==> config.mk <==
export PLATFORM = sky130hd
export DESIGN_NAME = beam_scan_controller
export DESIGN_NICKNAME = d
export VERILOG_FILES = /design/src/rtl/beam_scan_pkg.sv /design/src/rtl/beam_abs_acc.sv /design/src/rtl/beam_scan_controller.sv
export SDC_FILE = /design/constraint.sdc
export NUM_CORES = 1
export LEC_CHECK = 0
export ABC_AREA = 1
export CORE_ASPECT_RATIO = 0.6
export CORE_MARGIN = 1.5
export CORE_UTILIZATION = 50
export CTS_BUF_LIST = sky130_fd_sc_hd__clkbuf_8
export CTS_CLUSTER_SIZE = 28
export DETAILED_ROUTE_END_ITERATION = 6
export PLACE_DENSITY = 0.75
export SETUP_SLACK_MARGIN = 0.4
export SLEW_MARGIN = 15
export SYNTH_ARGS = -nofsm -noshare
export SYNTH_HDL_FRONTEND = slang
export SYNTH_SLANG_ARGS = --single-unit
==> constraint.sdc <==
create_clock -name clk -period 3.7 [get_ports clk]
set_input_delay 0.74 -clock clk [delete_from_list [all_inputs] [get_ports clk]]
set_output_delay 0.74 -clock clk [all_outputs]
set_load 0.01 [all_outputs]
==> src/rtl/beam_scan_pkg.sv <==
// Shared types and constants for the beam scan controller.
package beam_scan_pkg;

  typedef enum logic [2:0] {
    IDLE,
    SETTLE,
    DWELL,
    EVAL,
    COMMIT
  } state_t;

  localparam int unsigned DEF_NUM_STEERS     = 32;
  localparam int unsigned DEF_SEL_W          = 5;
  localparam int unsigned DEF_DATA_W         = 22;
  localparam int unsigned DEF_SETTLE_SAMPLES = 4;
  localparam int unsigned DEF_DWELL_SAMPLES  = 256;

  // Hold-off margin is held_energy/8 when hysteresis is built in.
  localparam int unsigned HYST_SHIFT = 3;

  function automatic int unsigned acc_width(input int unsigned data_w,
                                            input int unsigned dwell);
    return data_w + $clog2(dwell);
  endfunction

endpackage

==> src/rtl/beam_abs_acc.sv <==
// Magnitude of the scan-path sum accumulated over one dwell; clr dominates en.
module beam_abs_acc #(
  parameter int unsigned DATA_W = 22,
  parameter int unsigned ACC_W  = 30
) (
  input  logic                     clk,
  input  logic                     rst,
  input  logic                     clr,
  input  logic                     en,
  input  logic signed [DATA_W-1:0] din,
  output logic        [ACC_W-1:0]  acc
);

  logic [DATA_W-1:0] w_mag;
  logic [ACC_W-1:0]  r_acc;

  // Most negative input wraps to 2^(DATA_W-1), which is correct as unsigned.
  assign w_mag = din[DATA_W-1] ? DATA_W'($unsigned(-din)) : DATA_W'($unsigned(din));

  always_ff @(posedge clk) begin
    if (rst || clr) begin
      r_acc <= '0;
    end else if (en) begin
      r_acc <= r_acc + ACC_W'(w_mag);
    end
  end

  assign acc = r_acc;

endmodule

==> src/rtl/beam_scan_controller.sv <==
// Sweeps all steering directions, measures energy per direction and commits the loudest.
// Optional commit hysteresis is built in when BEAM_SCAN_HYST_EN is defined.
module beam_scan_controller
  import beam_scan_pkg::*;
#(
  parameter int unsigned NUM_STEERS     = DEF_NUM_STEERS,
  parameter int unsigned SEL_W          = DEF_SEL_W,
  parameter int unsigned DATA_W         = DEF_DATA_W,
  parameter int unsigned SETTLE_SAMPLES = DEF_SETTLE_SAMPLES,
  parameter int unsigned DWELL_SAMPLES  = DEF_DWELL_SAMPLES,
  parameter int unsigned ACC_W          = acc_width(DATA_W, DWELL_SAMPLES)
) (
  input  logic                     clk,
  input  logic                     rst,
  input  logic                     enable,
  input  logic                     lr_clk,
  input  logic signed [DATA_W-1:0] scan_sum,
  output logic        [SEL_W-1:0]  scan_sel,
  output logic        [SEL_W-1:0]  steer_sel,
  output logic                     steer_valid,
  output logic                     sweep_done,
  output logic        [ACC_W-1:0]  best_energy
);

  localparam int unsigned MAX_CNT = (DWELL_SAMPLES > SETTLE_SAMPLES) ? DWELL_SAMPLES : SETTLE_SAMPLES;
  localparam int unsigned CNT_W   = $clog2(MAX_CNT + 1);

  state_t           r_state;
  logic             r_lr_q;
  logic [CNT_W-1:0] r_cnt;
  logic [SEL_W-1:0] r_scan_sel;
  logic [SEL_W-1:0] r_steer_sel;
  logic [SEL_W-1:0] r_best_idx;
  logic [ACC_W-1:0] r_sweep_best;
  logic [ACC_W-1:0] r_best_energy;
  logic             r_steer_valid;
  logic             r_sweep_done;

  logic             w_strobe;
  logic             w_acc_clr;
  logic             w_acc_en;
  logic [ACC_W-1:0] w_acc;

  assign w_strobe  = lr_clk & ~r_lr_q;
  assign w_acc_clr = (r_state != DWELL);
  assign w_acc_en  = w_strobe && (r_state == DWELL);

  beam_abs_acc #(
    .DATA_W (DATA_W),
    .ACC_W  (ACC_W)
  ) u_abs_acc (
    .clk (clk),
    .rst (rst),
    .clr (w_acc_clr),
    .en  (w_acc_en),
    .din (scan_sum),
    .acc (w_acc)
  );

`ifdef BEAM_SCAN_HYST_EN
  logic [ACC_W-1:0] r_held;
  logic [ACC_W:0]   w_thresh;
  logic             w_switch;

  // Switch only when the new winner beats the current direction by more than 1/8.
  assign w_thresh = {1'b0, r_held} + (ACC_W+1)'(r_held >> HYST_SHIFT);
  assign w_switch = !r_steer_valid || ({1'b0, r_sweep_best} > w_thresh);
`endif

  always_ff @(posedge clk) begin
    if (rst) begin
      r_state       <= IDLE;
      r_lr_q        <= 1'b0;
      r_cnt         <= '0;
      r_scan_sel    <= '0;
      r_steer_sel   <= '0;
      r_best_idx    <= '0;
      r_sweep_best  <= '0;
      r_best_energy <= '0;
      r_steer_valid <= 1'b0;
      r_sweep_done  <= 1'b0;
`ifdef BEAM_SCAN_HYST_EN
      r_held        <= '0;
`endif
    end else begin
      r_lr_q       <= lr_clk;
      r_sweep_done <= 1'b0;
      // Dropping enable abandons the partial sweep but keeps the committed result.
      if (!enable) begin
        r_state      <= IDLE;
        r_cnt        <= '0;
        r_scan_sel   <= '0;
        r_best_idx   <= '0;
        r_sweep_best <= '0;
      end else begin
        case (r_state)
          IDLE: begin
            r_cnt        <= '0;
            r_scan_sel   <= '0;
            r_best_idx   <= '0;
            r_sweep_best <= '0;
            r_state      <= SETTLE;
          end
          SETTLE: begin
            if (w_strobe) begin
              if (r_cnt == CNT_W'(SETTLE_SAMPLES - 1)) begin
                r_cnt   <= '0;
                r_state <= DWELL;
              end else begin
                r_cnt <= r_cnt + CNT_W'(1);
              end
            end
          end
          DWELL: begin
            if (w_strobe) begin
              if (r_cnt == CNT_W'(DWELL_SAMPLES - 1)) begin
                r_cnt   <= '0;
                r_state <= EVAL;
              end else begin
                r_cnt <= r_cnt + CNT_W'(1);
              end
            end
          end
          EVAL: begin
            // Strict greater-than keeps the lower index on ties.
            if ((w_acc > r_sweep_best) || (r_scan_sel == '0)) begin
              r_sweep_best <= w_acc;
              r_best_idx   <= r_scan_sel;
            end
`ifdef BEAM_SCAN_HYST_EN
            if (r_scan_sel == r_steer_sel) begin
              r_held <= w_acc;
            end
`endif
            if (r_scan_sel == SEL_W'(NUM_STEERS - 1)) begin
              r_state <= COMMIT;
            end else begin
              r_scan_sel <= r_scan_sel + SEL_W'(1);
              r_state    <= SETTLE;
            end
          end
          COMMIT: begin
`ifdef BEAM_SCAN_HYST_EN
            if (w_switch) begin
              r_steer_sel   <= r_best_idx;
              r_best_energy <= r_sweep_best;
            end else begin
              r_best_energy <= r_held;
            end
`else
            r_steer_sel   <= r_best_idx;
            r_best_energy <= r_sweep_best;
`endif
            r_steer_valid <= 1'b1;
            r_sweep_done  <= 1'b1;
            r_scan_sel    <= '0;
            r_state       <= SETTLE;
          end
          default: r_state <= IDLE;
        endcase
      end
    end
  end

  assign scan_sel    = r_scan_sel;
  assign steer_sel   = r_steer_sel;
  assign steer_valid = r_steer_valid;
  assign sweep_done  = r_sweep_done;
  assign best_energy = r_best_energy;

endmodule

Word level (Yosys, flattened, before mapping). Cells that the tools add are included.

Flip-flop bits (word level): 120. Bits of input ports: 26. Output and inout port bits: 42. Logic and storage cells: 67.

$add $sub $neg: 4. $lt $le $gt $ge: 1. Equality and inequality tests: 14. Multiplexer cells: 19. Bitwise operators: 3. Reductions and logical operators: 15.

Operators with widths (count): one-hot mux 30 bit (2 select lines) (1); two-way mux 9 bit (4); adder 30 x 22 -> 30 bit (1); > comparator 30 bit (1); two-way mux 30 bit (1); one-hot mux 9 bit (3 select lines) (1); two-way mux 22 bit (1); negator 22 bit (1); one-hot mux 5 bit (2 select lines) (2); two-way mux 3 bit (5); one-hot mux 3 bit (4 select lines) (1); two-way mux 5 bit (2); inequality test 2 bit, second input constant (5); adder 9 x 1 -> 9 bit, second input constant (1); equality test 9 x 2 -> 1 bit, second input constant (1); equality test 9 x 8 -> 1 bit, second input constant (1); equality test 3 x 2 -> 1 bit, second input constant (2); AND reduction 2 bit (3); adder 5 x 1 -> 5 bit, second input constant (1); equality test 5 bit, second input constant (1); logical NOT 5 bit (1); AND reduction 4 bit (1); nonzero test 2 bit (2); OR reduction 2 bit (2); other kinds (12) (14).

Depth between registers and ports, before layout. Gate-level depths: netlist of the first run.

Depth after elaboration: 4. Depth in mapped cells: 23. Gate-level depth less buffers: 23.

Cells and area by module. A second synthesis of the first run with hierarchy kept.

Cell total of the unflattened synthesis: 1260. Area, all modules: 8199.1 um^2.

By module, submodules not included: beam_scan_controller (times used 1, cells each 672, area each 4748.3 um^2, sequential area each 1801.7 um^2); beam_abs_acc (times used 1, cells each 588, area each 3450.8 um^2, sequential area each 600.6 um^2).

Worst setup path before layout of the first run. No wires, ideal clock.

Path type: input port to flip-flop. From: in scan_sum[7]. To: reg u_abs_acc.r_acc[26], in the netlist u_abs_acc.acc[26]. Library setup time: 0.115 ns. Arrival: 3.061 ns. Required time: 3.585 ns. Path slack: 0.524 ns. Cell stages on the path: 19. Path buffers: 0. Path through: or2_2 nor2_1 nand2_1 nor2_1 nand2_1 nor3_1 nand3_1 nand2_1 nand2_1 nand2_1 nand2_1 ha_1 nand2_1 nor2_1 nand2_1 o21ai_0 nand3_1 nand2_1 nor2_1.

Longest elaborated chain between the ends: 3.

RTL lines: start, declared (RTL line beam_scan_controller.sv:17) `input logic signed [DATA_W-1:0] scan_sum,`; negator 22 bit (RTL line beam_abs_acc.sv:18) `assign w_mag = din[DATA_W-1] ? DATA_W'($unsigned(-din)) : DATA_W'($unsigned(din));`; two-way mux 22 bit * (RTL line beam_abs_acc.sv:18); adder 30 x 22 -> 30 bit * (RTL line beam_abs_acc.sv:24) `r_acc <= r_acc + ACC_W'(w_mag);`; end signal, assigned (RTL line beam_abs_acc.sv:24); end, declared (RTL line beam_abs_acc.sv:15) `logic [ACC_W-1:0] r_acc;`.

Mark *: on every way between the ends. The rest lies on a longest branch, timed or not. A chain may end at the register's enable or synchronous reset.

Worst setup path after layout of the first run.
From: in scan_sum[10]. To: reg u_abs_acc.r_acc[21], in the netlist u_abs_acc.acc[21].

Same word-level chain as after synthesis.

==> flow_summary.toml, run 1 <==
[outcome]
outcome = "finished clean"

[sta]
setup_violations = 0
fin_crit_sh_pct = 84.5
rsz0062_at_grt = "no"
hold_violations = 0
clock_skew_ns = 0.0154
tns_ns = 0
slew_viol_final = 0
slew_headroom_pct = 44.8
final.min_clock_period_ns = 3.13
tightest_slew_ns = 0.827
max_freq_mhz = 320

[cells_and_area]
regArea_um2 = 2400
multi_input_area_um2 = 4600
syn_to_final_growth_pct = 28.3
nets = 1339
fin_util_pct = 66.1
drive_above_1_share_pct = 15.1
fill_cells = 1293
n_antenna_cell = 0

[clock_tree]
clk_path_buf_depth = 2
insertion_delay_ns = 0.45
cts_tree = "built"
clkTransAtPathRegs_ns = 0.08
cts-htree-levels = 4
clockRootBuffer = "clkbuf_8"
numCtsBuffers = 17
clock-sinks = 120
postCtsHoldBufs = 0

[global_routing]
globalRouteTotalUtil_pct = 25.2
overflow = 0
grt_pass1_vias = 6725
grt_max_degree = 53
antenna_found_initial = 0
grt_pass1_wl_um = 32200

[pwr]
seqPwrFrac_pct = 39.9
powerDensity_nw_per_um2 = 344
p_comb_share_pct = 15.5
p_clk_share_pct = 44.6
leakagePower_nw = 4.22
p_sw_w = 0.000872
ir_drop_mv = 0.210
internal_power_w = 0.00244
sw_frac_of_total_pct = 26.3

[yosys]
synth_nets = 1205
synthAdderAreaFrac_pct = 10.8
synth-simple-area-share_pct = 27.7
synth_cells = 1115
yosysMostFrequentCell = "nand2_1"
async_flop_share_pct = 0
ys.flop_type = "dfxtp_1"
synth_compound_area_share_pct = 15.8
synthTopCellsByArea = "dfxtp_1, nand2_1, ha_1"
synth_mux_area_share_pct = 0
synth_edf_count = 0
yosysWarnings = 0
synth_top_family_by_area = "simple AND/OR/NAND/NOR gates"
yosys-top-cells-count = "nand2_1, nor2_1, inv_1"
synth_area_um2 = 7490
ys_ff_latch = 120
synth_top_area_share_pct = 32.1
synth_top_cell_by_area = "dfxtp_1"
synth_cell_type_count = 43
synth_xor_xnor_area_share_pct = 4.09
syn_area_per_cell_um2 = 6.72
seq_area_frac_synth_pct = 32.1

[worst_setup_path]
crit_buf_inv = 6
crit_path_start_kind = "input port"
worstPathRequired_ns = 4.05
crit_arrival_ns = 3.48
cp_max_fo = 4
critPathKind = "in2reg"
cp_common_cell = "nand2_1"
cp-end-kind = "register"
cp_top_family = "simple AND/OR/NAND/NOR gates"
cpMaxStageDelayCell = "clkdlybuf4s50_1"
crit_chain = "clkdlybuf4s50_1 > inv_1 > nand2_2 > nor2_4 > nand2_2 > nor3_4 > nor2_1 > xor2_1 > ha_1 > nand2_2 > nor2_4 > inv_2 > buf_4 > buf_4 > nor2_1 > nand2_1 > nand2_1 > xnor2_1 > nand2_1 > nand2_1 > inv_1"
slowest_delay_ns = 0.43

[detailed_routing]
drc = 0
wirelength_um = 19600
firstDrtPassIters = 5
dr_total_vias = 7454
postRouteAntennaNets = 0
wire_per_inst_um = 13.4
vias_per_cell = 5.11
drt-initial-drc-count = 450

[min_path]
min-delay-path-class = "reg2reg"

[die]
chipHeight_um = 97.8
io_pins = 68
die_width_um = 161
start_util_pct = 51.5
num_rows = 34
dieArea_um2 = 15800
coreArea_um2 = 14500

[placement]
place_congestion = 0.896
dpl.hpwl_um = 14400
portBuffers = 67

[job]
drv_cap = 0
[flip-flops by register name, summed over array words and instances (netlist names)]
signal	cells
steer_sel	5
r_lr_q	1
scan_sel	5
best_energy	30
r_sweep_best	30
u_abs_acc.acc	30
sweep_done	1
r_state	3
r_cnt	9
r_best_idx	5
steer_valid	1
[cell families after synthesis]
group,after synthesis
simple gates,499
fa+ha+maj,64
flops,120
buf+inv,189
xor+xnor,35
compound gates,208
[layout make-up]
| cell class | count | area share [%] |
|---|---|---|
| Clock buffer | 20 | 2.86 |
| Clock inverter | 11 | 2.28 |
| Inverter | 150 | 5.85 |
| Multi-Input combinational cell | 806 | 47.8 |
| Sequential cell | 120 | 25.0 |
| Tap cell | 198 | 2.58 |
| Timing Repair Buffer | 154 | 13.7 |
[final timing paths]
check / startpoint / to / slack (ns) / depth (start not counted)
max reg2reg: u_abs_acc.acc[19]$_SDFFE_PP0P_ / r_sweep_best[13]$_SDFFE_PP0P_ / 1.04 / 14
min reg2reg: r_best_idx[0]$_SDFFE_PP0P_ / steer_sel[0]$_SDFFE_PP0P_ / 0.47 / 2
min: r_best_idx[0]$_SDFFE_PP0P_ / steer_sel[0]$_SDFFE_PP0P_ / 0.47 / 2
max: scan_sum[10] / u_abs_acc.acc[21]$_SDFFE_PP0P_ / 0.57 / 21
[power by group through the flow]
stage / sequential, W / clock (W) / combinational [W]
5_1_grt: 0.00132 / 0.00154 / 0.000571
6_report: 0.00132 / 0.00148 / 0.000513
3_3_place_gp: 0.00135 / 0 / 0.000466
3_5_place_dp: 0.00135 / 0 / 0.000473
4_1_cts: 0.00132 / 0.00150 / 0.000490
2_1_floorplan: 0.00135 / 0 / 0.000317
[metrics by stage]
step	worst slack (ns)	cells	instance area [um2]	total power (W)	hold WS [ns]
floorplan	0.524	1115	7490	0.00167	0.440
global placement	-0.348	1418	8850	0.00182	0.450
detailed placement	-0.362	1418	8850	0.00182	0.462
CTS	0.432	1453	9450	0.00331	0.472
global route	0.396	1459	9620	0.00344	0.490
finish	0.573	1459	9620	0.00331	0.468
[worst reg2reg max path, stage by stage, from the launching register on]
cell and delay [ns]:
dfxtp_1 0.39, ha_1 0.33, nand2_1 0.06, nor2_1 0.21, nand4_1 0.23, nor2_1 0.14, nand2_1 0.07, nand2_1 0.07
nand2_1 0.08, nand2_1 0.07, nand2_1 0.07, nand2_1 0.57, nand2_1 0.12, nand2_1 0.09, nor2_1 0.04
[layer usage]
layer  wire length, um  vias up  track usage [%]  part of all wire (%)
li1                  -     3880                -                     -
met1              9990     3349             36.9                    51
met2              8380      202             37.7                    43
met3               988       23             4.33                   5.0
met4               234        0             7.34                   1.2
met5                 0        -                0                     0
[repair_timing]
action	CTS	global route
pin swaps	23	37
buffers inserted	4	6
resized for setup	31	66
cloned	0	0
endpoints found under the setup margin	16	19
[cell usage in the layout, fill, tap and decap left out, types with 5 or more instances in the layout]
cell type        netlist  routed
clkdlybuf4s50_1        0      57
inv_2                  2      10
nor2_1               186     172
o21a_1                 5       5
bufinv_16              0       6
a21oi_1               98      94
clkbuf_8               0      20
nand3_1               50      45
nand2_1              218     205
ha_1                  63      61
nand2_2                2      15
nor4_1                 5       5
nor2_4                 2       9
dfxtp_1              120     120
a211oi_1              35      35
xnor2_1               10      10
a21oi_2                1       5
nand4_1               10      10
nand3b_1               5       5
buf_4                  0      84
inv_1                146     139
clkbuf_2               0       7
o21ai_1                2      10
nor2_2                 1       8
o21ai_0               50      42
xor2_1                25      25
Note: power is estimated with default switching activity, not from simulation.
==> inputs of run 2 (changes only) <==
PLACE_DENSITY = 0.78   (was 0.75)
clock period = 2.8 ns   (was 3.7 ns; I/O delays follow)
==> flow_summary.toml, run 2 (same netlist as run 1, synthesis figures left out) <==
[job]
drv_cap = 0

[outcome]
violations = "DRC, setup timing"
outcome = "complete, but fails checks"

[cells_and_area]
n_antenna_cell = 0
nets = 1405
regArea_um2 = 2400
multi_input_area_um2 = 5330
final_common_cell = "nand2_1"
fill_cells = 954
syn_to_final_growth_pct = 45.4
layout_common_cells = "nand2_1, nor2_1, buf_4"
drive_above_1_share_pct = 28.2

[die]
num_rows = 34
coreArea_um2 = 14500
start_util_pct = 51.5
dieArea_um2 = 15800
die_width_um = 161
io_pins = 68
chipHeight_um = 97.8

[sta]
max_freq_mhz = 323
clock_skew_ns = 0.0134
slew_viol_final = 0
setup_violations = 20
tightest_slew_ns = 0.590
rsz0062_at_grt = "yes"
fin_ws_ns = -0.294
hold_violations = 0
fin_crit_sh_pct = 110
tns_ns = -3.37
slew_headroom_pct = 60.2
worst_hold_slack_ns = 0.463
final.min_clock_period_ns = 3.09

[worst_setup_path]
r2r_slack_ns = 0.37
cp-end-kind = "register"
crit_path_start_kind = "input port"
r2r_start = "u_abs_acc.acc[7]$_SDFFE_PP0P_"
cp_max_fo = 4
crit_arrival_ns = 3.46
worstPathRequired_ns = 3.17
r2r-end = "r_sweep_best[10]$_SDFFE_PP0P_"
critPathKind = "in2reg"
worstRegToRegCells = 16

[clock_tree]
clockRootBuffer = "clkbuf_8"
postCtsHoldBufs = 0
insertion_delay_ns = 0.44
cts-htree-levels = 4
clock-sinks = 120
clkTransAtPathRegs_ns = 0.08
numCtsBuffers = 17
clk_path_buf_depth = 2
cts_tree = "built"

[global_routing]
grt_pass1_wl_um = 35800
use_met2_pct = 45.4
grt_pass1_vias = 7303
use_met1_pct = 38.9
grt_max_degree = 40
antenna_found_initial = 0
overflow = 0
grt_util_met3_pct = 4.72
grt-busiest-layer = "met2"
globalRouteTotalUtil_pct = 28.0

[pwr]
p_total_w = 0.00456
ir_drop_mv = 0.320
leakagePower_nw = 4.72
powerDensity_nw_per_um2 = 418

[detailed_routing]
wirelength_um = 26000
firstDrtPassIters = 7
wire_per_inst_um = 17.0
vias_per_cell = 5.58
dr_total_vias = 8519
drc = 8
drt-initial-drc-count = 677
postRouteAntennaNets = 0

[placement]
portBuffers = 67
place_congestion = 0.927
dpl.hpwl_um = 15500

[min_path]
min-delay-path-class = "reg2reg"
min-delay-start = "r_best_idx[0]$_SDFFE_PP0P_"
hold_depth = 2
holdPathEnd = "steer_sel[0]$_SDFFE_PP0P_"
## run 2: changes by cell type in the layout (fill, tap and decap cells not counted), moves of 9 or more
cell | previous run | this run
nor2_4 | 9 | 19
nand2_1 | 205 | 177
nor2_1 | 172 | 161
a21oi_1 | 94 | 66
nand2_4 | 2 | 11
o21ai_0 | 42 | 18
o21ai_1 | 10 | 19
nand2_2 | 15 | 34
buf_4 | 84 | 139
a21oi_2 | 5 | 26
buf_6 | 2 | 17
## run 2: worst max path at each step
stage,from,end,slack (ns),depth (start not counted)
2_1_floorplan,scan_sum[1],u_abs_acc.acc[25]$_SDFFE_PP0P_,-0.03,23
4_1_cts,scan_sum[8],u_abs_acc.acc[23]$_SDFFE_PP0P_,-0.01,22
3_5_place_dp,scan_sum[1],u_abs_acc.acc[19]$_SDFFE_PP0P_,-1.02,20
6_report,scan_sum[1],u_abs_acc.acc[23]$_SDFFE_PP0P_,-0.29,21
3_3_place_gp,scan_sum[1],u_abs_acc.acc[19]$_SDFFE_PP0P_,-0.94,20
5_1_grt,scan_sum[1],u_abs_acc.acc[25]$_SDFFE_PP0P_,-0.52,23
## run 2: timing repair
item / in CTS / in global routing
setup buffers: 26 / 16
resized for setup: 156 / 101
setup endpoints to repair: 37 / 59
pin swaps: 86 / 62
## run 2: per-stage QoR
step	instance area (um2)	std cells	util, %	worst slack (ns)
after detailed placement	9250	1452	63.6	-1.02
after global placement	9250	1452	63.6	-0.938
after CTS	10300	1510	71.0	-0.0103
after floorplan	7650	1115	-	-0.0347
final	10900	1526	74.9	-0.294
after global routing	10900	1526	74.9	-0.520
## run 2: layout make-up
type / count / share of cell area (%)
multi-input combinational: 806 / 48.9
sequential: 120 / 22.0
timing repair buffer: 220 / 17.1
inverter: 150 / 5.33
clock buffer: 18 / 2.27
tap: 198 / 2.27
clock inverter: 14 / 2.05
## run 2: report_power, final
| part | switching (W) | internal, W |
|---|---|---|
| combinational | 0.000559 | 0.000391 |
| clock | 0.000769 | 0.00109 |
| sequential | 0.0000149 | 0.00173 |
| total | 0.00134 | 0.00322 |
## run 2: critical path, cell delays in order
cell and delay, ns:
buf_6 0.11, inv_12 0.05, ha_4 0.12, inv_2 0.04, nor2_4 0.15, nand3_4 0.13, nor2_4 0.15, buf_4 0.12
buf_6 0.09, a21oi_2 0.05, xor2_1 0.27, ha_2 0.39, a21oi_4 0.23, o21ai_2 0.10, a21oi_2 0.20, buf_4 0.14
o211ai_1 0.09, buf_4 0.17, nand2_2 0.07, nand2_2 0.06, a21oi_1 0.15
## run 2: per-layer routing
metal  up-vias  share of wire [%]  wire (um)
met2       508                 45      11600
met4         0                6.0       1550
met5         -                  0          0
met3       153                8.1       2110
met1      3845                 41      10700
li1       4013                  -          -
==> inputs of run 3 (changes only) <==
CTS_CLUSTER_SIZE = 40   (was 28)
==> results of run 3 <==
Final layout, timing and power as in run 2 (identical DEF).
